===== src/rtl/mem_bus_pkg.sv =====
// Shared types and defaults for the memory bus interface: FSM states,
// default widths/timeout and the wait-counter width helper.
package mem_bus_pkg;

  typedef enum logic [1:0] {
    IDLE = 2'd0,
    REQ  = 2'd1,
    DONE = 2'd2
  } state_t;

  localparam int DEFAULT_DATA_W  = 32;
  localparam int DEFAULT_ADDR_W  = 9;
  localparam int DEFAULT_TIMEOUT = 15;

  // Enough bits to hold 0..TIMEOUT; never narrower than one bit.
  function automatic int counter_width(input int timeout);
    int w;
    w = $clog2(timeout + 1);
    if (w < 1) w = 1;
    return w;
  endfunction

endpackage


===== src/rtl/mem_wait_counter.sv =====
// Counts wait cycles of one memory transaction and flags the last allowed
// cycle; TIMEOUT of 0 means the flag never rises.
module mem_wait_counter
  import mem_bus_pkg::*;
#(
  parameter int TIMEOUT = DEFAULT_TIMEOUT
) (
  input  logic clock,
  input  logic clear,
  input  logic start,
  input  logic enable,
  output logic expired
);

  localparam int CW       = counter_width(TIMEOUT);
  localparam int LAST_INT = (TIMEOUT == 0) ? 0 : TIMEOUT - 1;
  localparam logic [CW-1:0] LAST = LAST_INT[CW-1:0];

  logic [CW-1:0] count;

  always_ff @(posedge clock or posedge clear) begin
    if (clear) begin
      count <= '0;
    end else if (start) begin
      count <= '0;
    end else if (enable) begin
      count <= count + CW'(1);
    end
  end

  assign expired = (TIMEOUT != 0) && (count == LAST);

endmodule


===== src/rtl/mem_bus_interface.sv =====
// MAR/MDR holder with a ready/ack handshake to a variable-latency memory,
// stalling the control unit via busy and reporting done/err.
module mem_bus_interface
  import mem_bus_pkg::*;
#(
  parameter int DATA_W  = DEFAULT_DATA_W,
  parameter int ADDR_W  = DEFAULT_ADDR_W,
  parameter int TIMEOUT = DEFAULT_TIMEOUT
) (
  input  logic              clock,
  input  logic              clear,
  input  logic [DATA_W-1:0] bus_in,
  input  logic              mar_in,
  input  logic              mdr_in,
  input  logic              read,
  input  logic              write,
  output logic [DATA_W-1:0] mdr_val,
  output logic [ADDR_W-1:0] mar_val,
  output logic              busy,
  output logic              done,
  output logic              err,
  output logic              mem_req,
  output logic              mem_we,
  output logic [ADDR_W-1:0] mem_addr,
  output logic [DATA_W-1:0] mem_wdata,
  input  logic [DATA_W-1:0] mem_rdata,
  input  logic              mem_ack
);

  state_t state, next_state;

  logic [ADDR_W-1:0] mar;
  logic [DATA_W-1:0] mdr;
  logic              we_q;
  logic              err_q;
  logic              busy_q;
  logic              done_q;

  logic load_mar, load_mdr, capture_rdata;
  logic accept, set_err, count_start, count_en;
  logic expired;

  mem_wait_counter #(
    .TIMEOUT(TIMEOUT)
  ) u_wait_counter (
    .clock  (clock),
    .clear  (clear),
    .start  (count_start),
    .enable (count_en),
    .expired(expired)
  );

  always_ff @(posedge clock or posedge clear) begin
    if (clear) state <= IDLE;
    else       state <= next_state;
  end

  always_comb begin
    next_state    = state;
    load_mar      = 1'b0;
    load_mdr      = 1'b0;
    capture_rdata = 1'b0;
    accept        = 1'b0;
    set_err       = 1'b0;
    count_start   = 1'b0;
    count_en      = 1'b0;
    case (state)
      IDLE: begin
        load_mar = mar_in;
        load_mdr = mdr_in;
        // Conflicting commands are reported and never reach the memory.
        if (read && write) begin
          set_err = 1'b1;
        end else if (read || write) begin
          accept      = 1'b1;
          count_start = 1'b1;
          next_state  = REQ;
        end
      end
      REQ: begin
        // An ack on the final allowed cycle still wins over the timeout.
        if (mem_ack) begin
          capture_rdata = ~we_q;
          next_state    = DONE;
        end else if (expired) begin
          set_err    = 1'b1;
          next_state = DONE;
        end else begin
          count_en = 1'b1;
        end
      end
      DONE:    next_state = IDLE;
      default: next_state = IDLE;
    endcase
  end

  // busy/done are flopped from next_state so they track the state exactly.
  always_ff @(posedge clock or posedge clear) begin
    if (clear) begin
      mar    <= '0;
      mdr    <= '0;
      we_q   <= 1'b0;
      err_q  <= 1'b0;
      busy_q <= 1'b0;
      done_q <= 1'b0;
    end else begin
      if (load_mar) mar <= bus_in[ADDR_W-1:0];
      if (capture_rdata)  mdr <= mem_rdata;
      else if (load_mdr)  mdr <= bus_in;
      if (accept) we_q <= write;
      if (set_err)     err_q <= 1'b1;
      else if (accept) err_q <= 1'b0;
      busy_q <= (next_state == REQ);
      done_q <= (next_state == DONE);
    end
  end

  assign mar_val   = mar;
  assign mdr_val   = mdr;
  assign mem_addr  = mar;
  assign mem_wdata = mdr;
  assign mem_we    = we_q;
  assign mem_req   = busy_q;
  assign busy      = busy_q;
  assign done      = done_q;
  assign err       = err_q;

endmodule


===== config.mk =====
export PLATFORM = sky130hd
export DESIGN_NAME = mem_bus_interface
export DESIGN_NICKNAME = d
export VERILOG_FILES = /design/src/rtl/mem_bus_pkg.sv /design/src/rtl/mem_wait_counter.sv /design/src/rtl/mem_bus_interface.sv
export SDC_FILE = /design/constraint.sdc
export NUM_CORES = 1
export LEC_CHECK = 0
export CAP_MARGIN = 10
export CORE_MARGIN = 10
export CORE_UTILIZATION = 55
export CTS_BUF_LIST = sky130_fd_sc_hd__clkbuf_4 sky130_fd_sc_hd__clkbuf_8 sky130_fd_sc_hd__clkbuf_16
export CTS_CLUSTER_SIZE = 8
export DETAILED_ROUTE_END_ITERATION = 16
export DONT_BUFFER_PORTS = 1
export PLACE_DENSITY = 0.78
export SYNTH_ARGS = -nofsm -noshare
export SYNTH_HDL_FRONTEND = slang
export SYNTH_SLANG_ARGS = --single-unit

===== constraint.sdc =====
create_clock -name clock -period 1.9 [get_ports clock]
set_clock_uncertainty 0.05 [all_clocks]
set_input_delay 0.095 -clock clock [delete_from_list [all_inputs] [get_ports clock]]
set_output_delay 0.095 -clock clock [all_outputs]
set_load 0.01 [all_outputs]

* After elaboration in Yosys (flattened, before gate mapping)
Index checks and enable logic that the tools add are counted.
** Word-level totals
- Register bits after elaboration :: 51
- Logic and storage cells :: 45
- Output and inout port bits :: 87
- Input bits :: 71
** Cells by class
- Equal/unequal tests :: 4
- Bitwise gates (word level) :: 1
- Reductions and logical operators :: 6
- Mux-type cells :: 25
- Add/subtract/negate cells :: 1
** Operators with widths (number)
- $mux W32 :: 2
- $mux W1 :: 15
- $mux W2 :: 4
- $mux W4 :: 2
- $reduce_bool A2 Y1 :: 3
- $add A4 B1 Y4 const B :: 1
- $eq A2 B1 Y1 const B :: 2
- $eq A4 B4 Y1 const B :: 1
- $pmux W2 S2 :: 1
- $eq A2 B2 Y1 const B :: 1
- $logic_not A2 Y1 :: 1
- $pmux W1 S2 :: 1
- $logic_and A1 B1 Y1 :: 1
- $logic_or A1 B1 Y1 :: 1
- $not A1 Y1 :: 1

* Depth between registers and ports, before layout
Gate-level depths: netlist of the first run.
- Depth in word-level cells :: 6
- Depth in mapped cells :: 6
- Gate-level depth less buffers :: 5

* Hierarchy
A second synthesis of the first run with hierarchy kept.
** Second synthesis, totals
- Cell total of the unflattened synthesis :: 219
- Area total of the unflattened synthesis :: 2966.6 um^2
** By module, submodules not included
- mem_bus_interface :: sequential area each 1176.1 um^2, area each 2750.1 um^2, times used 1, cells each 199
- mem_wait_counter :: sequential area each 100.1 um^2, area each 216.5 um^2, times used 1, cells each 20

* Worst setup path after synthesis of the first run
OpenSTA, ideal clock, no wires.
- Path kind :: register to register
- From :: register u_wait_counter.count[0]
- To :: register u_wait_counter.count[0]
- Path slack :: 500 ps
- Cell stages (with the launch flop) :: 6
- Arrival :: 1224 ps
- Required time :: 1724 ps
- Buffers on the path :: 0
- Setup time :: 126 ps
- Period minus slack after synthesis :: 1400 ps
- Cell sequence :: dfrtp_1 -> inv_1 -> ha_1 -> a31oi_1 -> nand2_1 -> mux2i_1
** On the way
- Cells in the longest elaborated chain, start to end :: 5
- Elaborated cells between the ends (all ways) :: 8
- Those cells by class :: add/sub (1); eq/ne (1); mux (5); reduce/logical (1)
** Ends and longest elaborated chain
- from (decl) :: RTL line mem_wait_counter.sv:19 : logic [CW-1:0] count;
- from (signal assigned) :: RTL line mem_wait_counter.sv:27 : count <= count + CW'(1);
- $eq A4 B4 Y1 :: RTL line mem_wait_counter.sv:31 : assign expired = (TIMEOUT != 0) && (count == LAST);
- $mux W1 :: RTL line mem_bus_interface.sv:85 : end else if (expired) begin
- $mux W1 :: RTL line mem_bus_interface.sv:82 : if (mem_ack) begin
- $mux W1 :: RTL line mem_bus_interface.sv:67 : case (state)
- $reduce_bool A2 Y1 (no source line)
Several ways; a longest one is shown, not always the timed one. The select of a mux whose other input is x is not followed.
A chain may end at the register's enable or synchronous reset.

* Worst setup path after layout of the first run
- From :: register state[0]
- To :: register mar[5] (netlist: mar_val[5])
** On the way
- Cells in the longest elaborated chain, start to end :: 2
** Ends and longest elaborated chain
- from (decl) :: RTL line mem_bus_interface.sv:30 : state_t state, next_state;
- from (signal assigned) :: RTL line mem_bus_interface.sv:55 : else state <= next_state;
- $logic_not A2 Y1 :: RTL line mem_bus_interface.sv:67
- $mux W1 :: RTL line mem_bus_interface.sv:67
- to (signal assigned) :: RTL line mem_bus_interface.sv:107 : if (load_mar) mar <= bus_in[ADDR_W-1:0];
- to (decl) :: RTL line mem_bus_interface.sv:32 : logic [ADDR_W-1:0] mar;
Every way passes these cells.

==> metrics.md, run 1 <==
| Metric | Value |
|---|---|
| Status | `complete, no violations` |
| Worst Path Max Fanout | `9` |
| Synth top area cells | `dfrtp_1 (48%), mux2i_1 (14%), buf_4 (12%)` |
| Sequential area share after synthesis | `48.4%` |
| TNS Setup | `0 ns` |
| Final Max Slew Viols | `0` |
| Post-Place Cells | `252` |
| Hold Path Depth | `2` |
| Share of layout cells above drive strength 1 | `8.82%` |
| Area after DPL | `2360 sq um` |
| Ports | `158` |
| Total clock buffers created by CTS | `5` |
| Critical path type | `reg2reg` |
| Share of the synthesized area in the top cell type | `48.4%` |
| Slew HR | `64.1%` |
| Syn Area/Cell | `10.6 sq um` |
| CTS Sinks | `51` |
| Fin. Hold Viols | `0` |
| CORE AREA | `4690 sq um` |
| Synth warnings | `0` |
| CTS resizes | `0` |
| GPL Wtd Cong | `0.811` |
| Post-CTS Hold Fix Bufs | `67` |
| VDD IR max | `0.000940 V` |
| Lkg Pwr | `1.35 nW` |
| Final Cell Area | `3140 sq um` |
| CP startpoint kind | `register` |
| Vias in the first global route | `2016` |
| Gate power share | `27.8%` |
| CTS Root Cell | `clkbuf_8` |
| Synth area leader | `dfrtp_1` |
| Residual DRC | `0` |
| Syn Inst Count | `248` |
| Nets | `347` |
| Max Freq | `620 MHz` |
| Hold Crit Class | `in2reg` |
| Die W | `89.3 um` |
| Clock Power Share | `15.5%` |
| Longest Clk Path Bufs | `2` |
| Number of distinct library cells after synthesis | `24` |
| Overall global routing resource usage | `17.3%` |
| Seq pwr share | `56.7%` |
| Port Buffers | `0` |
| CTS tree | `built` |
| Initial antenna violation count | `1` |
| CP Data Arrival Time | `1.74 ns` |
| Syn_nets | `323` |
| Sw Ratio | `43.8%` |
| # rows | `25` |
| Final HPWL from detailed placement | `4550 um` |
| Reg2Reg Depth | `3` |
| Final min period | `1.61 ns` |
| Die area | `7970 sq um` |
| Max_cap viols | `0` |
| Die H | `89.3 um` |
| Hold slack | `0.0478 ns` |
| Fillers | `343` |
| Pwr Density | `1500 nW/um^2` |
| Non-Filler Instances | `327` |
| Internal | `0.00264 W` |
| Crit share post-route | `84.9%` |
| Overflow after GRT | `0` |
| # Post-CTS Setup Buffers | `0` |
| Psw | `0.00206 W` |
| Synth-to-layout area growth | `19.0%` |
| Setup Viol. Count Final | `0` |
| Drt first-iter violations | `57` |
| H-tree levels | `2` |
| Unrepaired setup endpoints after global routing | `false` |
| Final wirelength | `6900 um` |
| Post-route ant nets | `0` |
| Worst-Margin Slew | `0.538 ns` |
| WL per Instance | `21.1 um` |
| First-pass GRT wire length | `10700 um` |
| Area of the mapped netlist | `2640 sq um` |
| Starting Density | `56.2%` |
| Seq cells post-synth | `51` |
| Clock transition at path regs | `0.09 ns` |
| CP Capture Type | `register` |
| Vias | `1849` |
| WP data required | `2.03 ns` |
| Worst-skew pair later-pin latency | `0.29 ns` |
| Drt pass-1 iters | `4` |
| Pin count of the biggest net entering global routing | `34` |
| Via-to-Cell Ratio | `5.65` |
## placed cells by master (no fill, tap or decap)
master         instances
nor3_1                 1
bufinv_16              1
or3b_1                 1
clkbuf_8               5
nand3_1                3
o21ai_0                3
inv_2                  1
inv_1                  3
nor2_1                 3
and2_1                 1
mux2i_1               36
clkinvlp_4             1
nor2b_1                1
o21ai_1               30
a221o_1                1
nor3b_4                1
and3_1                 1
buf_12                 1
diode_2                1
ha_1                   4
dfrtp_1               51
a31oi_1                1
or2b_1                 1
mux2_2                 9
nand2_1               38
dlygate4sd3_1         67
buf_4                  4
o41ai_1                2
and4bb_2               1
## flip-flops by register name (all words and copies together), names as in the netlist
name	count
mdr_val	32
mar_val	9
u_wait_counter.count	4
state	2
busy	1
done	1
err	1
mem_we	1
## path summary, 6_finish.rpt
kind / startpoint / end / slack, ns
min: write / state[0] / 0.05
min reg2reg: u_wait_counter.count[2] / u_wait_counter.count[2] / 0.48
max: state[0] / mar_val[5] / 0.29
max in group asynchronous: clear / mdr_val[12] / 1.00
max reg2reg: state[0] / mar_val[5] / 0.29
min in group asynchronous: clear / u_wait_counter.count[1] / 0.27
## area by class of cell
| type | count | area, sq um | area share [%] |
|---|---|---|---|
| sequential | 51 | 1280 | 40.7 |
| multi-input combinational | 138 | 951 | 30.3 |
| timing repair buffer | 72 | 721 | 23.0 |
| clock buffer | 5 | 68.8 | 2.19 |
| tap | 54 | 67.6 | 2.15 |
| clock inverter | 2 | 37.5 | 1.20 |
| inverter | 4 | 15.0 | 0.478 |
| antenna | 1 | 2.50 | 0.0797 |
## layer usage
layer | vias up | part of all wire, % | track usage, %
li1 | 841 | - | -
met3 | 15 | 10 | 7.20
met5 | - | 0 | 0
met2 | 92 | 54 | 32.5
met4 | 0 | 1.9 | 5.92
met1 | 901 | 33 | 16.4
## cells in the mapped netlist
library cell / count
nor3_1: 1
nor3b_2: 1
nand3_1: 3
dfrtp_1: 51
o21ai_0: 3
a221o_1: 1
inv_1: 4
mux2_2: 9
nor2_1: 3
or2b_1: 1
buf_6: 3
a31oi_1: 1
mux2i_1: 36
and2_1: 1
nand2_1: 38
buf_2: 9
buf_4: 43
nor2b_1: 1
o21ai_1: 30
ha_1: 4
o41ai_1: 2
and4bb_1: 1
and3_1: 1
or3b_1: 1
## kinds of logic after synthesis
| logic type | synth area share (%) |
|---|---|
| AND/OR/NAND/NOR | 8.87 |
| buffers and inverters | 15.8 |
| multiplexers | 17.5 |
| flip-flops | 48.4 |
| adder cells (fa/ha/maj) | 1.90 |
| AO/OA/AOI/OAI | 7.54 |
## per-stage QoR
step           util, %  setup slack, ns  total power, W
5_1_grt           66.9            0.192         0.00504
3_3_place_gp      50.3            0.354         0.00377
2_1_floorplan        -            0.500         0.00413
3_5_place_dp      50.3            0.282         0.00386
6_report          66.9            0.287         0.00469
4_1_cts           66.9            0.271         0.00470
## critical path, cell delays in order, from the launching register on
cell     delay (ns)
dfrtp_1        0.48
nor2_1         0.16
and2_1         0.42
mux2_2         0.39
## power groups by stage
stage                     clock network, W  registers, W  logic [W]
after floorplan                          0       0.00222    0.00191
after global placement                   0       0.00267    0.00110
after detailed placement                 0       0.00268    0.00118
after CTS                         0.000750       0.00267    0.00128
after global routing              0.000787       0.00279    0.00146
final                             0.000728       0.00266    0.00131
No activity file was read; power rests on OpenSTA's default activity.
==> run 2: changes to the inputs <==
==> constraint.sdc (replaced) <==
create_clock -name clock -period 1.63 [get_ports clock]
set_clock_uncertainty 0.05 [all_clocks]
set_input_delay 0.0815 -clock clock [delete_from_list [all_inputs] [get_ports clock]]
set_output_delay 0.0815 -clock clock [all_outputs]
set_load 0.01 [all_outputs]
==> metrics.md, run 2 (synthesis gave the netlist of run 1 again) <==
| Metric | Value |
|---|---|
| Status | `complete, no violations` |
| CP Capture Type | `register` |
| Worst-skew pair later-pin latency | `0.30 ns (about the same)` |
| Residual DRC | `0 (unchanged)` |
| Top layer used by detailed routing | `met4` |
| VDD IR max | `0.000849 V (-9.7%)` |
| Final Max Slew Viols | `0 (unchanged)` |
| Tot Pwr | `0.00564 W (+20%)` |
| Synth-to-layout area growth | `22.5%` |
| Worst-Margin Slew | `0.555 ns (+0.0166 ns)` |
| # Post-CTS Setup Buffers | `0 (unchanged)` |
| Met3 wire length | `788 um (+11%)` |
| Pin count of the biggest net entering global routing | `36 (+5.9%)` |
| Pwr Density | `1740 nW/um^2 (+17%)` |
| Max stage delay on crit path | `0.47 ns (about the same)` |
| CP max stage cell | `dfrtp_1` |
| Max Freq | `641 MHz (+3.4%)` |
| Critical path type | `reg2reg` |
| Nets | `350 (+0.86%)` |
| CP startpoint kind | `register` |
| Total clock buffers created by CTS | `5 (unchanged)` |
| Max_cap viols | `0 (unchanged)` |
| Ports | `158 (unchanged)` |
| WL per Instance | `21.1 um (+0.24%)` |
| Area of the multi-input gates | `957 sq um (+0.66%)` |
| Met1 wire length | `2280 um (-1.1%)` |
| Register Area | `1280 sq um (unchanged)` |
| Initial antenna violation count | `2 (+1)` |
| Drt pass-1 iters | `4 (unchanged)` |
| Post-route ant nets | `0 (unchanged)` |
| Via-to-Cell Ratio | `5.53 (-2.3%)` |
| Overflow after GRT | `0 (unchanged)` |
| Metal2 WL | `3880 um (+3.5%)` |
| TNS Setup | `0 ns (unchanged)` |
| Port Buffers | `0 (unchanged)` |
| First-pass GRT wire length | `10700 um (-0.19%)` |
| Most frequent cells in the layout | `dlygate4sd3_1 (67), dfrtp_1 (51), nand2_1 (38)` |
| WP data required | `1.76 ns (-0.27 ns)` |
| Lkg Pwr | `1.39 nW (+3.0%)` |
| Die H | `89.3 um (unchanged)` |
| # rows | `25 (unchanged)` |
| Vias in the first global route | `1995 (-1.0%)` |
| Vias | `1835 (-0.76%)` |
| Final min period | `1.56 ns (-0.0535 ns)` |
| WP buf/inv | `1 (+1)` |
| Commonest non-fill, non-tap cell in the layout | `dlygate4sd3_1` |
| Max FFs per register | `32 (unchanged)` |
| Setup Viol. Count Final | `0 (unchanged)` |
| Starting Density | `56.2% (unchanged)` |
| Fin. Hold Viols | `0 (unchanged)` |
| CTS tree | `built` |
| Fillers | `332 (-3.2%)` |
| Overall global routing resource usage | `17.5% (+0.16 points)` |
| Final wirelength | `7020 um (+1.8%)` |
| Unrepaired setup endpoints after global routing | `false` |
| Die W | `89.3 um (unchanged)` |
| CP Cell Sequence | `nor3b_4, buf_12, mux2i_1, o21ai_1` |
| Hold Crit Class | `in2reg` |
| Worst Path Max Fanout | `19 (+10)` |
| H-tree levels | `2 (unchanged)` |
| CTS Root Cell | `clkbuf_8` |
| Slew HR | `62.9% (-1.1 points)` |
| Final HPWL from detailed placement | `4470 um (-1.9%)` |
| Longest Clk Path Bufs | `2 (unchanged)` |
| Clock transition at path regs | `0.09 ns (about the same)` |
| CORE AREA | `4690 sq um (unchanged)` |
| Critical path's top delay family | `flip-flops` |
| Drt first-iter violations | `76 (+33%)` |
| Die area | `7970 sq um (unchanged)` |
| CTS Sinks | `51 (unchanged)` |
| Crit share post-route | `95.7% (+11 points)` |
| CP Data Arrival Time | `1.69 ns (-0.05 ns)` |
| Share of layout cells above drive strength 1 | `10.5% (+1.7 points)` |
| GPL Wtd Cong | `0.769 (-5.1%)` |
## run 2: cell types whose count changed in the layout (fill, tap and decap cells not counted), sizes merged
cell	previous run	this run
clkbuf	5	6
clkinv	0	1
buf	5	8
diode	1	2
clkinvlp	1	0
## run 2: through the flow
stage / instances / cell area (sq um) / util (%) / setup WS, ns / hold slack (ns)
2_1_floorplan: 248 / 2640 / - / 0.230 / 0.148
3_3_place_gp: 255 / 2430 / 51.8 / 0.194 / -0.0136
3_5_place_dp: 255 / 2430 / 51.8 / 0.135 / -0.00655
5_1_grt: 332 / 3230 / 68.9 / 0.0126 / 0.0157
6_report: 332 / 3230 / 68.9 / 0.0701 / 0.0149
4_1_cts: 330 / 3220 / 68.6 / 0.126 / 0.00713
## run 2: final cells by class
class | instances | area share [%]
flip-flops and latches | 51 | 39.5
multi-input cells | 138 | 29.6
inverters | 4 | 0.465
well taps | 54 | 2.09
diodes | 2 | 0.155
clock inverters | 2 | 1.08
clock buffers | 6 | 2.56
repair buffers | 75 | 24.5
## run 2: per-layer routing
layer | track usage (%) | up-vias
li1 | - | 854
met1 | 16.9 | 887
met2 | 32.8 | 86
met3 | 7.38 | 8
met4 | 5.06 | 0
met5 | 0 | -
## run 2: final timing paths
check	startpoint	cells after the start	slack [ns]	endpoint
max	state[0]	4	0.07	mdr_val[22]
min	write	2	0.01	state[0]
max reg2reg	state[0]	4	0.07	mdr_val[22]
min reg2reg	u_wait_counter.count[0]	1	0.49	u_wait_counter.count[0]
max in group asynchronous	clear	3	0.75	mdr_val[8]
min in group asynchronous	clear	2	0.25	u_wait_counter.count[0]
## run 2: report_power, final
| part | switching (W) | leakage (nW) | total, W | internal (W) |
|---|---|---|---|---|
| logic | 0.000790 | 0.706 | 0.00165 | 0.000860 |
| registers | 0.00124 | 0.618 | 0.00310 | 0.00187 |
| clock network | 0.000390 | 0.0612 | 0.000886 | 0.000497 |
| total | 0.00242 | 1.39 | 0.00564 | 0.00322 |
## run 2: what timing repair did
item | 4_1_cts | 5_1_grt
endpoints found under the setup margin | 0 | 3
hold buffers | 67 | 0
gates resized for setup | 0 | 1
hold endpoints to repair | 68 | 0
==> run 3: changes to the inputs <==
==> constraint.sdc (replaced) <==
create_clock -name clock -period 1.8 [get_ports clock]
set_clock_uncertainty 0.05 [all_clocks]
set_input_delay 0.09 -clock clock [delete_from_list [all_inputs] [get_ports clock]]
set_output_delay 0.09 -clock clock [all_outputs]
set_load 0.01 [all_outputs]
==> metrics.md, run 3 (synthesis gave the netlist of run 1 again) <==
| Metric | Value |
|---|---|
| Status | `complete, no violations` |
| Final wirelength | `6940 um (-1.1%)` |
| Clock transition at path regs | `0.09 ns (about the same)` |
| Setup Slack @ Placement | `0.177 ns (+0.0420 ns)` |
| Max Freq | `615 MHz (-4.1%)` |
| Worst Path Max Fanout | `9 (-10)` |
| Vias in the first global route | `1960 (-1.8%)` |
| Nets | `347 (-0.86%)` |
| VDD IR max | `0.000919 V (+8.2%)` |
| Max stage delay on crit path | `0.48 ns (about the same)` |
| CTS tree | `built` |
| Longest Clk Path Bufs | `2 (unchanged)` |
| Die H | `89.3 um (unchanged)` |
| Lkg Pwr | `1.37 nW (-1.0%)` |
| Max FFs per register | `32 (unchanged)` |
| CTS Root Cell | `clkbuf_8` |
| Final core occ | `68.0% (-0.85 points)` |
| Total clock buffers created by CTS | `5 (unchanged)` |
| Share of layout cells above drive strength 1 | `9.16% (-1.3 points)` |
| CORE AREA | `4690 sq um (unchanged)` |
| Drt pass-1 iters | `4 (unchanged)` |
| Post-route ant nets | `0 (unchanged)` |
| Residual DRC | `0 (unchanged)` |
| Ports | `158 (unchanged)` |
| Crit share post-route | `90.3% (-5.4 points)` |
| Hold Crit Class | `in2reg` |
| Synth-to-layout area growth | `21.0%` |
| WL per Instance | `21.2 um (+0.46%)` |
| Setup Viol. Count Final | `0 (unchanged)` |
| Initial antenna violation count | `0 (-2)` |
| Worst-Margin Slew | `0.537 ns (-0.0182 ns)` |
| Drt first-iter violations | `56 (-26%)` |
| Starting Density | `56.2% (unchanged)` |
| Most frequent cells in the layout | `dlygate4sd3_1 (67), dfrtp_1 (51), nand2_1 (38)` |
| CP Capture Type | `register` |
| Slew HR | `64.2% (+1.2 points)` |
| CP Data Arrival Time | `1.76 ns (+0.07 ns)` |
| CP Cell Sequence | `nor2_1, and2_1, mux2_2` |
| Overall global routing resource usage | `17.4% (-0.079 points)` |
| Final Max Slew Viols | `0 (unchanged)` |
| CTS Sinks | `51 (unchanged)` |
| Die W | `89.3 um (unchanged)` |
| # Post-CTS Setup Buffers | `0 (unchanged)` |
| Critical path type | `reg2reg` |
| Via-to-Cell Ratio | `5.59 (+1.2%)` |
| Fin. Hold Viols | `0 (unchanged)` |
| Pwr Density | `1610 nW/um^2 (-7.6%)` |
| WP data required | `1.93 ns (+0.17 ns)` |
| Final min period | `1.63 ns (+0.0662 ns)` |
| Commonest non-fill, non-tap cell in the layout | `dlygate4sd3_1` |
| CP max stage cell | `dfrtp_1` |
| CTS resizes | `0 (unchanged)` |
| Die area | `7970 sq um (unchanged)` |
| First-pass GRT wire length | `10700 um (+0.58%)` |
| Final HPWL from detailed placement | `4500 um (+0.79%)` |
| H-tree levels | `2 (unchanged)` |
| Worst Slack Setup Final | `0.174 ns (+0.104 ns)` |
| # rows | `25 (unchanged)` |
| Diodes inserted | `0 (-2)` |
| Vias | `1829 (-0.33%)` |
| Overflow after GRT | `0 (unchanged)` |
| GPL Wtd Cong | `0.785 (+2.0%)` |
| Port Buffers | `0 (unchanged)` |
| Unrepaired setup endpoints after global routing | `false` |
| Worst-skew pair later-pin latency | `0.29 ns (about the same)` |
| Max_cap viols | `0 (unchanged)` |
| TNS Setup | `0 ns (unchanged)` |
| CP startpoint kind | `register` |
| Pin count of the biggest net entering global routing | `34 (-5.6%)` |
run 3: where the power goes:
part / internal [W] / switching [W] / total [W]
logic: 0.000720 / 0.000681 / 0.00140
clock network: 0.000571 / 0.000370 / 0.000940
registers: 0.00169 / 0.00112 / 0.00281
run 3: metrics by stage:
| stage | hold slack [ns] | area [sq um] | total power, W | instances |
|---|---|---|---|---|
| final | 0.0366 | 3190 | 0.00515 | 327 |
| after global routing | 0.0505 | 3190 | 0.00552 | 327 |
| after CTS | 0.0323 | 3190 | 0.00518 | 327 |
| after detailed placement | 0.000550 | 2380 | 0.00411 | 252 |
| after global placement | -0.0127 | 2380 | 0.00402 | 252 |
| after floorplan | 0.157 | 2640 | 0.00436 | 248 |
run 3: worst paths after layout:
check	from	endpoint	slack (ns)	depth (start not counted)
worst min-delay path	write	busy	0.04	2
worst max-delay path	state[0]	mar_val[5]	0.17	3
worst min register to register	u_wait_counter.count[3]	u_wait_counter.count[3]	0.47	1
min in group asynchronous	clear	err	0.23	2
worst max register to register	state[0]	mar_val[5]	0.17	3
max in group asynchronous	clear	mar_val[6]	0.93	3
run 3: final cells by class:
type                       count  area, sq um
clock buffer                   6         76.3
clock inverter                 2         60.1
fill                         331         1500
inverter                       4         15.0
multi-input combinational    138          951
sequential                    51         1280
tap                           54         67.6
timing repair buffer          72          746
run 3: repair_timing:
item | CTS | global route
endpoints found under the hold margin | 67 | 0
setup endpoints to repair | 0 | 0
hold buffers | 67 | 0
run 3: worst max-delay path, delay by kind of cell (launching register included):
family | cells | cell delay [ns]
flops | 1 | 0.48
mux | 1 | 0.39
simple gates | 2 | 0.59
run 3: routing by layer:
| metal | wire [um] | GRT usage [%] |
|---|---|---|
| met1 | 2430 | 18.8 |
| met2 | 3780 | 31.5 |
| met3 | 691 | 6.20 |
| met4 | 42 | 4.19 |
| met5 | 0 | 0 |
